File: config.mk
export PLATFORM = sky130hd
export DESIGN_NAME = seq1011_rr_scheduler
export DESIGN_NICKNAME = d
export VERILOG_FILES = /design/src/rtl/seq_det_pkg.sv /design/src/rtl/seq1011_engine.sv /design/src/rtl/seq1011_rr_scheduler.sv
export SDC_FILE = /design/constraint.sdc
export NUM_CORES = 1
export LEC_CHECK = 0
export ABC_AREA = 1
export ABC_CLOCK_PERIOD_IN_PS = 2100
export BUFFER_PORTS_ARGS = -buffer_cell sky130_fd_sc_hd__buf_2
export CORE_ASPECT_RATIO = 0.9
export CORE_MARGIN = 2
export CORE_UTILIZATION = 40
export DETAILED_ROUTE_END_ITERATION = 8
export PLACE_DENSITY = 0.67
export SLEW_MARGIN = 20
export SYNTH_ARGS = -nofsm -noshare
export SYNTH_HDL_FRONTEND = slang
export SYNTH_HIERARCHICAL = 1
export SYNTH_SLANG_ARGS = --single-unit
File: constraint.sdc
create_clock -name clk -period 2.1 [get_ports clk]
set_input_delay 0.21 -clock clk [delete_from_list [all_inputs] [get_ports clk]]
set_output_delay 0.21 -clock clk [all_outputs]
set_load 0.01 [all_outputs]
File: src/rtl/seq_det_pkg.sv
// Shared encodings for the 1011 detector engine and the round-robin scheduler controller.
package seq_det_pkg;

    localparam int ENG_W = 3;
    localparam int CTL_W = 2;

    typedef enum logic [ENG_W-1:0] {
        ENG_S0 = 3'd0,
        ENG_S1 = 3'd1,
        ENG_S2 = 3'd2,
        ENG_S3 = 3'd3,
        ENG_S4 = 3'd4
    } eng_state_t;

    typedef enum logic [CTL_W-1:0] {
        CTL_IDLE  = 2'd0,
        CTL_SHIFT = 2'd1,
        CTL_FLUSH = 2'd2,
        CTL_RESP  = 2'd3
    } ctl_state_t;

    // Non-overlapping transitions: after a hit the search restarts from scratch.
    function automatic eng_state_t eng_next(input eng_state_t s, input logic x);
        eng_state_t n;
        case (s)
            ENG_S0:  n = x ? ENG_S1 : ENG_S0;
            ENG_S1:  n = x ? ENG_S1 : ENG_S2;
            ENG_S2:  n = x ? ENG_S3 : ENG_S0;
            ENG_S3:  n = x ? ENG_S4 : ENG_S2;
            ENG_S4:  n = x ? ENG_S1 : ENG_S0;
            default: n = ENG_S0;
        endcase
        return n;
    endfunction

endpackage

File: src/rtl/seq1011_engine.sv
// Serial Moore "1011" detector with advance enable and synchronous clear.
module seq1011_engine
    import seq_det_pkg::*;
(
    input  logic clk,
    input  logic reset,
    input  logic en,
    input  logic clr,
    input  logic x,
    output logic y
);

    eng_state_t r_state;
    eng_state_t w_state_next;

    always_comb begin
        w_state_next = r_state;
        if (clr) begin
            w_state_next = ENG_S0;
        end else if (en) begin
            w_state_next = eng_next(r_state, x);
        end else if (!(r_state inside {ENG_S0, ENG_S1, ENG_S2, ENG_S3, ENG_S4})) begin
            w_state_next = ENG_S0;
        end
    end

    always_ff @(posedge clk or posedge reset) begin
        if (reset) begin
            r_state <= ENG_S0;
        end else begin
            r_state <= w_state_next;
        end
    end

    assign y = (r_state == ENG_S4);

endmodule

File: src/rtl/seq1011_rr_scheduler.sv
// Round-robin scheduler sharing one serial 1011 detector among N_REQ byte requesters.
// Handshake: a word moves when req_ready[i] pulses; a response moves when rsp_valid && rsp_ready.
module seq1011_rr_scheduler
    import seq_det_pkg::*;
#(
    parameter  int N_REQ  = 4,
    parameter  int DATA_W = 8,
    parameter  int CNT_W  = 4,
    localparam int ID_W   = (N_REQ > 1) ? $clog2(N_REQ) : 1,
    localparam int BC_W   = $clog2(DATA_W)
) (
    input  logic                    clk,
    input  logic                    reset,
    input  logic [N_REQ-1:0]        req_valid,
    input  logic [N_REQ*DATA_W-1:0] req_data,
    output logic [N_REQ-1:0]        req_ready,
    output logic                    rsp_valid,
    output logic [ID_W-1:0]         rsp_id,
    output logic [CNT_W-1:0]        rsp_count,
    input  logic                    rsp_ready
);

    ctl_state_t        r_state;
    ctl_state_t        w_state_next;
    logic [ID_W-1:0]   r_ptr;
    logic [ID_W-1:0]   r_id;
    logic [DATA_W-1:0] r_shift;
    logic [BC_W-1:0]   r_bit_cnt;
    logic [CNT_W-1:0]  r_match_cnt;
    logic [ID_W-1:0]   r_rsp_id;
    logic [CNT_W-1:0]  r_rsp_count;

    logic              w_grant_found;
    logic [ID_W-1:0]   w_grant_idx;
    logic [ID_W-1:0]   w_cand;
    logic              w_grant;
    logic [N_REQ-1:0]  w_req_ready;
    logic              w_eng_en;
    logic              w_eng_clr;
    logic              w_eng_x;
    logic              w_eng_y;
    logic              w_last_bit;
    logic              w_sample;
    logic [CNT_W-1:0]  w_cnt_next;

    // First valid requester at or after the pointer, wrapping.
    always_comb begin
        w_grant_found = 1'b0;
        w_grant_idx   = '0;
        w_cand        = '0;
        for (int i = 0; i < N_REQ; i++) begin
            w_cand = ID_W'((int'(r_ptr) + i) % N_REQ);
            if (!w_grant_found && req_valid[w_cand]) begin
                w_grant_found = 1'b1;
                w_grant_idx   = w_cand;
            end
        end
    end

    // Gated by reset so no word is claimed while the block is held in reset.
    assign w_grant = (r_state == CTL_IDLE) && w_grant_found && !reset;

    always_comb begin
        w_req_ready = '0;
        if (w_grant) begin
            w_req_ready[w_grant_idx] = 1'b1;
        end
    end

    assign w_last_bit = (r_bit_cnt == BC_W'(DATA_W - 1));

    always_comb begin
        w_state_next = r_state;
        w_eng_en     = 1'b0;
        w_eng_clr    = 1'b0;
        case (r_state)
            CTL_IDLE: begin
                w_eng_clr = w_grant;
                if (w_grant) begin
                    w_state_next = CTL_SHIFT;
                end
            end
            CTL_SHIFT: begin
                w_eng_en = 1'b1;
                if (w_last_bit) begin
                    w_state_next = CTL_FLUSH;
                end
            end
            CTL_FLUSH: begin
                w_state_next = CTL_RESP;
            end
            CTL_RESP: begin
                if (rsp_ready) begin
                    w_state_next = CTL_IDLE;
                end
            end
            default: begin
                w_state_next = CTL_IDLE;
            end
        endcase
    end

    always_ff @(posedge clk or posedge reset) begin
        if (reset) begin
            r_state <= CTL_IDLE;
        end else begin
            r_state <= w_state_next;
        end
    end

    // Engine output reflects bits already shifted, so shift cycle 0 has nothing to report.
    assign w_sample   = ((r_state == CTL_SHIFT) && (r_bit_cnt != '0)) || (r_state == CTL_FLUSH);
    assign w_cnt_next = (w_sample && w_eng_y && (r_match_cnt != {CNT_W{1'b1}}))
                        ? r_match_cnt + CNT_W'(1) : r_match_cnt;
    assign w_eng_x    = r_shift[DATA_W-1];

    always_ff @(posedge clk or posedge reset) begin
        if (reset) begin
            r_ptr       <= '0;
            r_id        <= '0;
            r_shift     <= '0;
            r_bit_cnt   <= '0;
            r_match_cnt <= '0;
            r_rsp_id    <= '0;
            r_rsp_count <= '0;
        end else begin
            if (w_grant) begin
                r_shift     <= req_data[int'(w_grant_idx)*DATA_W +: DATA_W];
                r_id        <= w_grant_idx;
                r_bit_cnt   <= '0;
                r_match_cnt <= '0;
                r_ptr       <= (w_grant_idx == ID_W'(N_REQ - 1)) ? '0 : w_grant_idx + ID_W'(1);
            end
            if (r_state == CTL_SHIFT) begin
                r_shift   <= {r_shift[DATA_W-2:0], 1'b0};
                r_bit_cnt <= r_bit_cnt + BC_W'(1);
            end
            if (w_sample) begin
                r_match_cnt <= w_cnt_next;
            end
            if (r_state == CTL_FLUSH) begin
                r_rsp_id    <= r_id;
                r_rsp_count <= w_cnt_next;
            end
        end
    end

    seq1011_engine u_engine (
        .clk   (clk),
        .reset (reset),
        .en    (w_eng_en),
        .clr   (w_eng_clr),
        .x     (w_eng_x),
        .y     (w_eng_y)
    );

    assign req_ready = w_req_ready;
    assign rsp_valid = (r_state == CTL_RESP);
    assign rsp_id    = r_rsp_id;
    assign rsp_count = r_rsp_count;

endmodule

==> results of run 1 <==
==> power groups by stage <==
stage | sequential [uW] | combinational (uW) | clock (uW)
after detailed placement | 989 | 3120 | 0
final | 1010 | 4140 | 575
after global placement | 981 | 3070 | 0
after floorplan | 972 | 2400 | 0
after CTS | 999 | 3790 | 584
after global routing | 1030 | 4610 | 608
==> flip-flops by register name (all words and copies together) (netlist names) <==
signal,cells
r_shift,8
r_match_cnt,4
rsp_count,4
r_bit_cnt,3
u_engine/r_state,3
r_id,2
r_ptr,2
r_state,2
rsp_id,2
==> worst paths after layout <==
kind	startpoint	slack, ps	end
max	r_ptr[0]$_DFFE_PP0P_	-230	req_ready[1]
min	req_data[0]	280	r_shift[0]$_DFFE_PP0P_
max reg2reg	r_ptr[0]$_DFFE_PP0P_	10	u_engine/r_state[0]$_DFFE_PP0P_
min reg2reg	rsp_id[0]$_DFFE_PP0P_	480	rsp_id[0]$_DFFE_PP0P_
max in group asynchronous	reset	1230	r_ptr[0]$_DFFE_PP0P_
min in group asynchronous	reset	340	u_engine/r_state[1]$_DFFE_PP0P_
==> per-layer routing <==
layer / part of all wire (%) / vias to the layer above / GRT usage, % / routed length [microns]
met5: 0 / - / 0 / 0
met4: 0.77 / 0 / 5.97 / 42
met3: 4.4 / 4 / 3.25 / 243
met2: 46 / 55 / 30.5 / 2540
met1: 48 / 1013 / 24.0 / 2660
li1: - / 1201 / - / -
==> layout make-up <==
type / instances / share of cell area (%)
Clock buffer: 5 / 2.17
Clock inverter: 3 / 1.26
Inverter: 65 / 8.47
Multi-Input combinational cell: 238 / 46.1
Sequential cell: 30 / 23.7
Tap cell: 70 / 2.76
Timing Repair Buffer: 76 / 15.3
Timing Repair inverter: 1 / 0.236
==> critical path, delay by kind of cell (launching register included) <==
kind / cells / cell delay [ps]
fa+ha+maj: 1 / 150
flops: 1 / 470
simple gates: 9 / 760
buf+inv: 4 / 470
==> per-stage QoR <==
step	std cells	power (uW)
after floorplan	340	3380
after global placement	465	4050
after detailed placement	465	4110
after CTS	486	5380
after global routing	488	6250
final	488	5720
==> repair_timing <==
item | in CTS | in global routing
cloned | 1 | 0
pin swaps | 22 | 23
gates resized for setup | 38 | 36
setup endpoints to repair | 4 | 17
endpoints found under the hold margin | 3 | 0
setup buffers | 11 | 7
hold buffers | 1 | 0
==> cell usage after synthesis (all sizes together) <==
cell	n
nand2	137
xor2	2
nor4	1
ha	12
nor2	15
o21a	1
inv	63
nand3b	8
o21ai	15
clkbuf	1
nor3	1
o211ai	1
nand3	36
clkinv	2
nand4	2
a21oi	2
buf	6
o22ai	5
dfrtp	30
==> cells by family after synthesis <==
family	Yosys count	share of synthesized area, %
buffers and inverters	72	13.0
AND/OR/NAND/NOR	200	41.3
XOR/XNOR	2	0.754
adder cells (fa/ha/maj)	12	6.47
AO/OA/AOI/OAI	24	6.14
flip-flops	30	32.3
==> results.toml, run 1 <==
[run_status]
status = "complete, but fails checks"
violations = "negative setup slack"

[critical_path]
crit_type = "reg -> out"
crit_path_max_fanout = 6
critPathLaunchType = "flip-flop"
critPathMaxStageDelay_ps = 470
end_kind = "primary output"
cpMaxStageDelayCell = "dfrtp_2"
critPathRequiredTime_ps = 1890
crit_path_frequent_cell = "nand2_4"
path_cells = "clkinvlp_4, nand2_2, nand2_4, nand2_4, nand2_4, nor2_8, nand3_4, nand3_4, nand2_4, buf_6, ha_4, inv_2, nor2_2, buf_2"
crit_arrival_ps = 2120
r2r_cells = 17

[sta]
post-route-period-util_pct = 111
hold_slack_ps = 282
rsz0062_at_grt = "yes"
hold_viol = 0
fin_skew_ps = 6.41
fin_crit_ps = 2330
finalWorstSetupSlack_ps = -232
worst_slew_pin_slew_ps = 469
slew_headroom_pct = 68.6
maxSlewViolCount = 0
setup-violations-final = 4
fmax_ghz = 0.429
fin_setup_tns_ps = -801

[clocking]
clockBufferDepth = 2
path_clk_slew_ps = 70
cts_buffers = 5
clockRootBuffer = "clkbuf_8"
cts-htree-levels = 2
clock_latency_ps = 280
cts_tree = "done"
clkSinkCount = 30

[floorplanning]
die_area_sq_um = 6430
core_area_sq_um = 5630
rows = 26
initial_core_util_pct = 41.3
die_w_microns = 84.3
die_h_microns = 76.3
io_pins = 50

[synthesis]
syn_area_sq_um = 2320
ys_ff_latch = 30
synth.distinct_cells = 31
ys_warn_count = 6
syn_inst = 340
synthTopCellsByArea = "dfrtp_1, nand2_1, inv_1"
yosysSeqAreaShare_pct = 32.3
synth_top_cell_by_area = "dfrtp_1"
syn_area_per_cell_sq_um = 6.83
syn-num-nets = 391
yosysTopAreaCellShare_pct = 32.3

[global_routing]
grt_use_total_pct = 18.3
grt_pass1_vias = 2279
antenna_found_initial = 0
grt_overflow = 0
grt_pass1_wl_microns = 9800
grt_max_degree = 28

[final_layout]
final_common_cell = "nand2_1"
num_antenna_cells = 0
fin_util_pct = 56.4
drive_gt1_share_pct = 36.1
most-common-layout-cells = "nand2_1, inv_1, buf_2, nand3_1, dfrtp_1"
fin_area_sq_um = 3180
ff_latch_area_sq_um = 753
fin_nets = 468
area_delta_synth_final_pct = 36.7
nFillCells = 517
multiInputGateArea_sq_um = 1460

[job]
max_cap_violations = 0

[worst_hold_path]
hold_path_depth = 5
hp-class = "in -> reg"

[power_and_ir_drop]
pwr-share-clk_pct = 10.1
switching_power_uw = 2840
power_frac_seq_pct = 17.6
ir_drop_v = 0.000926
p_leak_uw = 0.00177
powerDensity_nw_per_um2 = 1800
internal_power_uw = 2890
swShare_pct = 49.5
combPwrFrac_pct = 72.3

[drt]
drt_iter0_drc = 132
avgViaCountPerCell = 4.66
drt-pass1-iter-count = 4
wirelength_microns = 5480
routedWlPerCell_microns = 11.2
post-route-drc-count = 0
drtAntennaViolNets = 0
vias = 2273

[place]
place.gp.congestion = 0.866
post-place-ws_ps = 53.3
portBuffers = 49
hpwl_microns = 3860
dpl-instance-area_sq_um = 2690
No activity file was read; power rests on OpenSTA's default activity.
==> run 2, diff against run 1 <==
--- a/config.mk
+++ b/config.mk
@@ -13,6 +13,7 @@
 export CORE_UTILIZATION = 40
 export DETAILED_ROUTE_END_ITERATION = 8
 export PLACE_DENSITY = 0.67
+export SKIP_CTS_REPAIR_TIMING = 1
 export SLEW_MARGIN = 20
 export SYNTH_ARGS = -nofsm -noshare
 export SYNTH_HDL_FRONTEND = slang
==> results.toml, run 2 (synthesized netlist as in run 1, its figures left out) <==
[global_routing]
grt_overflow = 0
grt_pass1_wl_microns = 8850
grt_pass1_vias = 2109
antenna_found_initial = 0
grt_max_degree = 28
grt_use_total_pct = 16.5

[final_layout]
top_register = "r_shift"
largest_reg_flops = 8
most-common-layout-cells = "nand2_1, inv_1, buf_2, nand3_1, dfrtp_1"
num_antenna_cells = 0
nFillCells = 535
fin_util_pct = 53.9
final_common_cell = "nand2_1"
fin_nets = 462
area_delta_synth_final_pct = 30.5
drive_gt1_share_pct = 33.5

[sta]
hold_slack_ps = 288
maxSlewViolCount = 0
fmax_ghz = 0.429
slew_headroom_pct = 68.6
hold_viol = 0
fin_setup_tns_ps = -826
fin_crit_ps = 2330
post-route-period-util_pct = 111
rsz0062_at_grt = "yes"
finalWorstSetupSlack_ps = -229
fin_skew_ps = 7.71
worst_slew_pin_slew_ps = 469
setup-violations-final = 4

[critical_path]
crit_arrival_ps = 2120
r2r-end = "r_shift[4]$_DFFE_PP0P_"
crit-reg2reg-launch = "r_ptr[0]$_DFFE_PP0P_"
crit_start = "r_ptr[0]$_DFFE_PP0P_"
end_kind = "primary output"
crit_type = "reg -> out"
crit_path_max_fanout = 6
r2r_cells = 15
critPathRequiredTime_ps = 1890
critPathLaunchType = "flip-flop"
rrSetupSlack_ps = 80
crit_path_end = "req_ready[0]"

[power_and_ir_drop]
p_leak_uw = 0.00171
ir_drop_v = 0.000869
powerDensity_nw_per_um2 = 1780
p_total_uw = 5390

[clocking]
cts_buffers = 5
clkSinkCount = 30
clock_latency_ps = 280
cts_tree = "done"
path_clk_slew_ps = 70
clockBufferDepth = 2
clockRootBuffer = "clkbuf_8"
cts-htree-levels = 2

[drt]
vias = 2261
drt_iter0_drc = 106
post-route-drc-count = 0
wirelength_microns = 5260
avgViaCountPerCell = 4.69
drtAntennaViolNets = 0
routedWlPerCell_microns = 10.9
drt-pass1-iter-count = 4

[place]
portBuffers = 49
place.gp.congestion = 0.866
post-place-ws_ps = 53.3
hpwl_microns = 3860

[floorplanning]
io_pins = 50
rows = 26
die_h_microns = 76.3
die_area_sq_um = 6430
die_w_microns = 84.3
initial_core_util_pct = 41.3
core_area_sq_um = 5630

[run_status]
status = "complete, but fails checks"
violations = "negative setup slack"

[worst_hold_path]
hold_path_depth = 5
hp-class = "in -> reg"

[job]
max_cap_violations = 0
==> run 2: cell types whose count changed in the layout (fill, tap and decap cells not counted), moves of 2 or more <==
| cell | delta |
|---|---|
| nand2_1 | +8 |
| nand3_2 | +2 |
| inv_2 | +3 |
| nor2_1 | -2 |
| buf_6 | -2 |
| nand2_4 | -6 |
| nor2_2 | +3 |
| nand3_4 | -2 |
| buf_4 | -3 |
| inv_6 | -3 |
| nand2_2 | -2 |
==> run 2: layout make-up <==
cell class              count  area (sq um)  share of cell area (%)
clock inverters             3          40.0                    1.32
repair buffers             70           420                    13.9
flip-flops and latches     30           752                    24.8
inverters                  65           256                    8.46
clock buffers               5          68.8                    2.27
well taps                  70          87.6                    2.89
multi-input cells         238          1400                    46.1
repair inverters            1          7.51                   0.248
==> run 2: worst min-delay path by stage <==
stage,end,start
after global routing,r_shift[0]$_DFFE_PP0P_,req_data[0]
after detailed placement,u_engine/r_state[1]$_DFFE_PP0P_,reset
after floorplan,u_engine/r_state[0]$_DFFE_PP0P_,reset
after global placement,u_engine/r_state[0]$_DFFE_PP0P_,reset
after CTS,u_engine/r_state[2]$_DFFE_PP0P_,reset
final,r_shift[0]$_DFFE_PP0P_,req_data[16]
==> run 2: critical path: stages, from the launching register on <==
cell and delay [ps]:
dfrtp_2 460, clkinvlp_4 150, nand2_2 90, nand2_2 70
nand2_2 80, nand2_4 70, nor2_8 140, nand3_4 110
nand3_4 110, nand2_4 80, buf_6 130, ha_4 150
inv_2 50, nor2_2 30, buf_2 130
==> run 2: stage by stage <==
step / instances / instance area [sq um]
6_report: 482 / 3030
2_1_floorplan: 340 / 2320
3_3_place_gp: 465 / 2690
4_1_cts: 473 / 2800
5_1_grt: 482 / 3030
3_5_place_dp: 465 / 2690
==> run 2: power breakdown <==
group          total [uW]  internal [uW]  leakage (uW)  switching (uW)
Clock                 576            349     0.0000579             227
Combinational        3830           1510       0.00126            2310
Sequential            992            821      0.000390             171
Total                5390           2680       0.00171            2710
==> run 2: per-layer routing <==
metal	track usage [%]	vias up	routed length, microns
li1	-	1183	-
met1	21.8	1011	2550
met2	26.8	63	2400
met3	3.68	4	258
met4	5.32	0	55
met5	0	-	0
==> run 3, diff against run 2 <==
--- a/config.mk
+++ b/config.mk
@@ -8,7 +8,7 @@
 export ABC_AREA = 1
 export ABC_CLOCK_PERIOD_IN_PS = 2100
 export BUFFER_PORTS_ARGS = -buffer_cell sky130_fd_sc_hd__buf_2
-export CORE_ASPECT_RATIO = 0.9
+export CORE_ASPECT_RATIO = 1.5
 export CORE_MARGIN = 2
 export CORE_UTILIZATION = 40
 export DETAILED_ROUTE_END_ITERATION = 8
==> results.toml, run 3 (synthesized netlist as in run 1, its figures left out) <==
[sta]
fmax_ghz = 0.449
maxSlewViolCount = 0
fin_skew_ps = 5.17
fin_setup_tns_ps = -385
worst_slew_pin_slew_ps = 424
finalWorstSetupSlack_ps = -127
slew_headroom_pct = 71.6
setup-violations-final = 4
fin_crit_ps = 2230
hold_viol = 0
rsz0062_at_grt = "yes"
post-route-period-util_pct = 106

[critical_path]
critPathMaxStageDelay_ps = 460
crit-reg2reg-launch = "r_ptr[0]$_DFFE_PP0P_"
crit_arrival_ps = 2020
crit_buf_inv = 4
path_cells = "buf_12, nand2_1, nand2_2, nand2_2, nand2_4, nor2_8, nand3_4, nand3_4, nand2_4, inv_4, ha_1, inv_1, nor2_1, buf_2"
critPathLaunchType = "flip-flop"
crit_type = "reg -> out"
cpMaxStageDelayCell = "dfrtp_2"
critPathRequiredTime_ps = 1890
rrSetupSlack_ps = 180
crit_path_max_fanout = 9
end_kind = "primary output"
critical_path.top_delay_family = "simple AND/OR/NAND/NOR gates"
r2r-end = "r_shift[6]$_DFFE_PP0P_"
r2r_cells = 14

[drt]
wirelength_microns = 4910
routedWlPerCell_microns = 10.3
post-route-drc-count = 0
avgViaCountPerCell = 4.70
drt-pass1-iter-count = 7
drtAntennaViolNets = 0
vias = 2240
drt_iter0_drc = 76

[clocking]
clockBufferDepth = 2
cts_tree = "done"
clkSinkCount = 30
path_clk_slew_ps = 60
cts-htree-levels = 2
clockRootBuffer = "clkbuf_8"
cts_buffers = 5
clock_latency_ps = 280

[worst_hold_path]
holdCritStartpoint = "req_data[0]"
hp-class = "in -> reg"
min_to = "r_shift[0]$_DFFE_PP0P_"
hold_path_depth = 5

[global_routing]
grt_use_total_pct = 16.2
grt_use_met3_pct = 2.90
grt-busiest-layer = "met2"
antenna_found_initial = 0
groute.layer.met2.usage_pct = 30.4
grtUsageMet1_pct = 17.8
grt_overflow = 0
grt_pass1_wl_microns = 8380
grt_pass1_vias = 2092
grt_max_degree = 28

[floorplanning]
rows = 34
die_h_microns = 97.3
core_area_sq_um = 5700
die_w_microns = 66.2
die_area_sq_um = 6440
io_pins = 50
initial_core_util_pct = 40.7

[power_and_ir_drop]
p_leak_uw = 0.00166
ir_drop_v = 0.000839
powerDensity_nw_per_um2 = 1640

[final_layout]
num_antenna_cells = 0
largest_reg_flops = 8
area_delta_synth_final_pct = 23.4
most-common-layout-cells = "nand2_1, inv_1, buf_2, nand3_1, dfrtp_1"
nFillCells = 601
fin_nets = 455
final_common_cell = "nand2_1"
top_register = "r_shift"
drive_gt1_share_pct = 27.9

[job]
max_cap_violations = 0

[place]
hpwl_microns = 3920
post-place-ws_ps = 30.2
place.gp.congestion = 0.851
portBuffers = 49

[run_status]
status = "complete, but fails checks"
violations = "negative setup slack"
[run 3: cell types whose count changed in the layout (fill, tap and decap cells not counted), moves of 2 or more]
cell | previous run | this run
buf_4 | 16 | 12
buf_6 | 4 | 0
ha_1 | 8 | 12
ha_4 | 4 | 0
inv_1 | 53 | 57
nor2_1 | 7 | 11
nor2_2 | 6 | 2
inv_2 | 8 | 5
nand3_1 | 29 | 32
nand3_2 | 5 | 2
nand2_1 | 113 | 115
nand2_2 | 17 | 15
[run 3: worst max-delay path by stage]
stage                         to                 start  slack, ps  cells after the start
global placement    req_ready[3]  r_ptr[0]$_DFFE_PP0P_        100                     14
finish              req_ready[3]  r_ptr[0]$_DFFE_PP0P_       -130                     14
detailed placement  req_ready[3]  r_ptr[0]$_DFFE_PP0P_         30                     13
global route        req_ready[3]  r_ptr[0]$_DFFE_PP0P_       -250                     14
CTS                 req_ready[3]  r_ptr[0]$_DFFE_PP0P_       -270                     13
floorplan           req_ready[3]  r_ptr[0]$_DFFE_PP0P_        160                     14
[run 3: cell type report]
cell class              instances  area [sq um]  area share (%)
multi-input cells             238          1310            45.7
flip-flops and latches         30           752            26.2
repair buffers                 63           365            12.8
inverters                      65           249            8.69
well taps                      72          90.1            3.14
clock buffers                   7          86.3            3.01
repair inverters                1          7.51           0.262
clock inverters                 1          5.00           0.175
[run 3: metal layers]
metal | vias up | part of all wire (%)
li1 | 1172 | -
met1 | 1020 | 41
met2 | 44 | 55
met3 | 4 | 3.6
met4 | 0 | 0.73
met5 | - | 0
[run 3: power breakdown]
| part | switching, uW | internal [uW] | total (uW) |
|---|---|---|---|
| registers | 166 | 821 | 987 |
| clock network | 208 | 264 | 472 |
| logic | 2000 | 1230 | 3230 |
| total | 2380 | 2310 | 4690 |
[run 3: worst register-to-register path, delay by kind of cell, from the launching register on]
| family | cells | cell delay [ps] |
|---|---|---|
| DFF | 1 | 460 |
| buffers and inverters | 2 | 390 |
| and+or+nand+nor | 12 | 960 |
[run 3: stage by stage]
step | power, uW | util (%) | instance area (sq um) | hold WS, ps | cells
global placement | 4010 | 47.3 | 2690 | 113 | 465
finish | 4690 | 50.3 | 2870 | 262 | 477
detailed placement | 4080 | 47.3 | 2690 | 112 | 465
CTS | 4570 | 48.9 | 2790 | -185 | 473
floorplan | 3380 | - | 2320 | -36.4 | 340
global route | 5220 | 50.3 | 2870 | 330 | 477
